===== config.mk =====
export PLATFORM = sky130hd
export DESIGN_NAME = arbiter_x4
export DESIGN_NICKNAME = d
export VERILOG_FILES = /design/src/rtl/arbiter_x4.sv
export SDC_FILE = /design/constraint.sdc
export NUM_CORES = 1
export LEC_CHECK = 0
export CAP_MARGIN = 20
export CORE_MARGIN = 2
export CORE_UTILIZATION = 30
export DETAILED_ROUTE_END_ITERATION = 10
export SETUP_SLACK_MARGIN = 0.15
export SYNTH_ARGS = -nofsm -noshare
export SYNTH_HDL_FRONTEND = slang
export SYNTH_SLANG_ARGS = --single-unit

===== constraint.sdc =====
create_clock -name clk -period 2.3 [get_ports clk]
set_clock_uncertainty 0.2 [all_clocks]
set_input_delay 0.46 -clock clk [delete_from_list [all_inputs] [get_ports clk]]
set_output_delay 0.46 -clock clk [all_outputs]
set_load 0.05 [all_outputs]

===== src/rtl/arbiter_x4.sv =====
// Four-requester round-robin arbiter with a rotating priority pointer and a
// hold-limit timeout that preempts an owner while others are waiting.
module arbiter_x4 #(
  parameter int MAX_HOLD = 8
) (
  input  logic       clk,
  input  logic       rst,
  input  logic [3:0] req,
  output logic [3:0] gnt,
  output logic [1:0] z,
  output logic       y
);

  // state | meaning
  // IDLE  | no owner, gnt/y low, z keeps the last owner index
  // BUSY  | owner is z; held until release or hold-limit preemption
  typedef enum logic {
    IDLE = 1'b0,
    BUSY = 1'b1
  } state_t;

  localparam logic [7:0] HOLD_LAST = 8'(MAX_HOLD - 1);

  generate
    if (MAX_HOLD < 2 || MAX_HOLD > 255) begin : g_bad_max_hold
      $error("arbiter_x4: MAX_HOLD must be in 2..255");
    end
  endgenerate

  state_t     state, state_nxt;
  logic [1:0] ptr, ptr_nxt;
  logic [7:0] cnt, cnt_nxt;
  logic [3:0] gnt_nxt;
  logic [1:0] z_nxt;
  logic       y_nxt;
  logic [3:0] owner_bit;
  logic [3:0] others;
  logic [1:0] z_inc;
  logic [2:0] pick_new;
  logic [2:0] pick_hand;

  // Returns {found, index}; the lowest rotational offset from p wins.
  function automatic logic [2:0] pick(input logic [3:0] mask, input logic [1:0] p);
    logic [2:0] r;
    logic [1:0] idx;
    r = 3'b000;
    for (int k = 3; k >= 0; k--) begin
      idx = p + 2'(k);
      if (mask[idx]) r = {1'b1, idx};
    end
    return r;
  endfunction

  always_comb begin
    owner_bit = 4'b0001 << z;
    others    = req & ~owner_bit;
    z_inc     = z + 2'd1;
    pick_new  = pick(req, ptr);
    pick_hand = pick(others, z_inc);
  end

  always_comb begin
    state_nxt = state;
    ptr_nxt   = ptr;
    cnt_nxt   = cnt;
    gnt_nxt   = gnt;
    z_nxt     = z;
    unique case (state)
      IDLE: begin
        gnt_nxt = 4'b0000;
        if (pick_new[2]) begin
          state_nxt = BUSY;
          z_nxt     = pick_new[1:0];
          gnt_nxt   = 4'b0001 << pick_new[1:0];
          cnt_nxt   = 8'd0;
        end
      end
      BUSY: begin
        if (!req[z]) begin
          ptr_nxt = z_inc;
          if (pick_hand[2]) begin
            z_nxt   = pick_hand[1:0];
            gnt_nxt = 4'b0001 << pick_hand[1:0];
            cnt_nxt = 8'd0;
          end else begin
            state_nxt = IDLE;
            gnt_nxt   = 4'b0000;
          end
        end else if (cnt == HOLD_LAST && pick_hand[2]) begin
          // Timeout with contention: rotate past the owner, who stays eligible later.
          ptr_nxt = z_inc;
          z_nxt   = pick_hand[1:0];
          gnt_nxt = 4'b0001 << pick_hand[1:0];
          cnt_nxt = 8'd0;
        end else if (cnt != HOLD_LAST) begin
          cnt_nxt = cnt + 8'd1;
        end
      end
      default: begin
        state_nxt = IDLE;
        gnt_nxt   = 4'b0000;
      end
    endcase
    y_nxt = |gnt_nxt;
  end

  always_ff @(posedge clk) begin
    if (rst) begin
      state <= IDLE;
      ptr   <= 2'd0;
      cnt   <= 8'd0;
      gnt   <= 4'b0000;
      z     <= 2'd0;
      y     <= 1'b0;
    end else begin
      state <= state_nxt;
      ptr   <= ptr_nxt;
      cnt   <= cnt_nxt;
      gnt   <= gnt_nxt;
      z     <= z_nxt;
      y     <= y_nxt;
    end
  end

endmodule

==> metrics <==
status=complete, no violations; asr flop ratio synth=0; largest net degree at the start of global routing=14; Synth Instances=144; Core Area=3740 sq um; Max-slew headroom=0.660; vias in the first global route=1,245; Design Area, Final=1820 sq um; met2 WL post-DR=1660 um; detailed-route DRC error count=0; later-pin clock latency in the skew report=0.25 ns; pwr dens=596 nW/um^2; Final HPWL DP=2440 um; Leak Pwr=0.702 nW; Die H=67.0 um; Total Power=1.09 mW; RSZ-0062 raised after global routing=yes; max-slew violation count=0; CP Launch Type=flop; sequential area share after synthesis=0.303; first-iteration detailed-routing DRC count=46; Syn Nets=155; CP required=2.24 ns; Slew @ Worst Pin=0.508 ns; critical path cell sequence=mux4_2 > a21boi_4 > or4_4 > and2_4 > a211oi_2 > a211oi_1; clk sink count=18; initial antenna violation count=0; Buffers on Ports=12; number of synthesized flops with an enable pin=0; routed length per instance=14.0 um; Via Count=1,278; fin crit period=2.26 ns; CP max-delay cell=mux4_2; H-Tree Depth=1; Hold Path Class=reg2reg; crit end category=flop; row count=22; vias per inst=5.42; drt first pass iters=4; Met3 Wirelength=98 um; final period utilization=0.982; Synth Register Bits=18; gr usage total=0.158; Fin. Hold Viols=0; clk slew on worst S/H paths=0.06 ns; Max IR drop VDD=0.310 mV; Post-Syn Area per Cell=8.27 sq um; first-pass GRT wire length=5480 um; share of cells above drive strength 1=0.431; Ant. Diodes=0; CP Launch Point=z[1]$_SDFFE_PP0P_; Layout Nets=201; WS Path Type=reg2reg; Num CTS Buffers=3; maxcap violations=0; fin util=0.486; Initial Util=0.318; Post-Route WL=3290 um; GRT Residual Overflow=0; top sig layer=met4; Final setup violation count=0; Max Fanout on Critical Path=6; die width=67.0 um; Register-to-Register Setup Slack=0.04 ns; I/O pin cnt=13; f_max=0.443 GHz; met1 WL=1510 um; worst setup path endpoint=z[1]$_SDFFE_PP0P_; die area=4490 sq um; number of library cell types mapped by synthesis=45; CTS tree=built; GPL Wtd Cong=0.828; CTS Buffer Depth=2; CP Data Arrival Time=2.20 ns; clock root cell=clkbuf_8; slowest stage delay, CP=0.51 ns; R2R Path End=z[1]$_SDFFE_PP0P_; Synth Flop Type=dfxtp_1; synth warn=0; placed cell areas=1590 sq um; Area growth syn-to-layout=52.8%; worst r2r path cells=6; mapped cell area=1190 sq um; reg2reg start=z[1]$_SDFFE_PP0P_; hold buffers post-CTS=0; ANT nets after route=0
Yosys cell counts (3+ instances only):
cell / instances / share of area
or3_1: 4 / 0.021
nor2b_1: 4 / 0.021
nand2b_1: 8 / 0.042
ha_1: 5 / 0.053
dfxtp_1: 18 / 0.30
nand3_1: 3 / 0.013
and2_1: 3 / 0.016
nand2_1: 8 / 0.025
a21o_1: 4 / 0.025
clkbuf_1: 3 / 0.0095
inv_1: 6 / 0.019
a21oi_1: 13 / 0.055
o21ai_0: 6 / 0.025
a211oi_1: 4 / 0.025
nor2_1: 14 / 0.044
logic make-up after synthesis:
family	Yosys count	synth area share
AO/OA/AOI/OAI	48	0.282
buffers and inverters	12	0.0536
flip-flops	18	0.303
multiplexers	3	0.0357
XOR/XNOR	2	0.0147
AND/OR/NAND/NOR	56	0.259
adder cells (fa/ha/maj)	5	0.0525
worst max-delay path: cells and delay by family (launching register included):
family,cells,cell delay [ns]
and+or+nand+nor,2,0.69
DFF,1,0.37
muxes,1,0.51
AOI/OAI and AO/OA,3,0.38
state kept, by name, indices dropped and copies added (netlist names):
register / flops
cnt: 8
gnt: 4
ptr: 2
z: 2
state: 1
y: 1
worst min path at each step:
stage	slack, ns	endpoint	startpoint	cells past startpoint
final	0.32	ptr[1]$_SDFFE_PP0P_	ptr[1]$_SDFFE_PP0P_	2
after global routing	0.35	ptr[1]$_SDFFE_PP0P_	ptr[1]$_SDFFE_PP0P_	2
after CTS	0.31	cnt[7]$_SDFFE_PP0P_	cnt[7]$_SDFFE_PP0P_	2
after detailed placement	0.30	cnt[7]$_SDFFE_PP0P_	cnt[7]$_SDFFE_PP0P_	2
after global placement	0.27	cnt[7]$_SDFFE_PP0P_	cnt[7]$_SDFFE_PP0P_	2
after floorplan	0.25	cnt[7]$_SDFFE_PP0P_	cnt[7]$_SDFFE_PP0P_	2
area by class of cell:
| cell class | count | area [sq um] |
|---|---|---|
| fill | 357 | 1920 |
| timing repair buffer | 47 | 385 |
| multi-input combinational | 114 | 943 |
| sequential | 18 | 368 |
| tap | 48 | 60.1 |
| inverter | 6 | 22.5 |
| clock buffer | 3 | 41.3 |
placed cells by master (no fill, tap or decap), types with 2 or more instances in the layout:
cell	n
nand2b_1	5
clkbuf_8	3
dfxtp_1	16
or3_1	3
inv_1	4
nand2_1	8
buf_4	35
nand2b_4	3
a21oi_1	7
and2_1	3
inv_2	2
a21oi_2	6
dfxtp_4	2
nand3_1	3
a222oi_1	2
or4_4	2
nor2_1	10
a21o_1	4
clkdlybuf4s15_1	2
clkdlybuf4s15_2	2
ha_2	3
nand4_1	2
nor2_4	2
nor2b_1	4
a22oi_1	2
ha_1	2
a211oi_1	4
a211oi_2	2
mux2i_1	2
o22ai_1	2
o21ai_0	5
nor2_2	2
clkdlybuf4s50_1	6
timing repair:
item / in CTS / in global routing
pin swaps: 12 / 11
buffers inserted: 0 / 2
setup endpoints to repair: 19 / 17
gates resized for setup: 28 / 24
gates cloned: 0 / 0
power breakdown:
part | leakage [nW] | internal [mW] | switching [mW]
Clock | 0.0216 | 0.116 | 0.0976
Sequential | 0.148 | 0.337 | 0.0222
Combinational | 0.532 | 0.245 | 0.267
Total | 0.702 | 0.699 | 0.387
layer usage:
layer | up-vias | track usage
li1 | 632 | -
met5 | - | 0
met3 | 2 | 0.0389
met4 | 0 | 0.0357
met1 | 621 | 0.200
met2 | 23 | 0.269
metrics by stage:
step	setup WS, ns	instances	TNS [ns]	hold WS (ns)
2_1_floorplan	-0.167	144	-1.66	0.249
3_3_place_gp	-0.580	231	-8.67	0.270
3_5_place_dp	-0.620	231	-9.07	0.301
4_1_cts	-0.0632	234	-0.0676	0.309
5_1_grt	-0.0247	236	-0.0484	0.350
6_report	0.0423	236	0	0.324
Note: power is estimated with default switching activity, not from simulation.
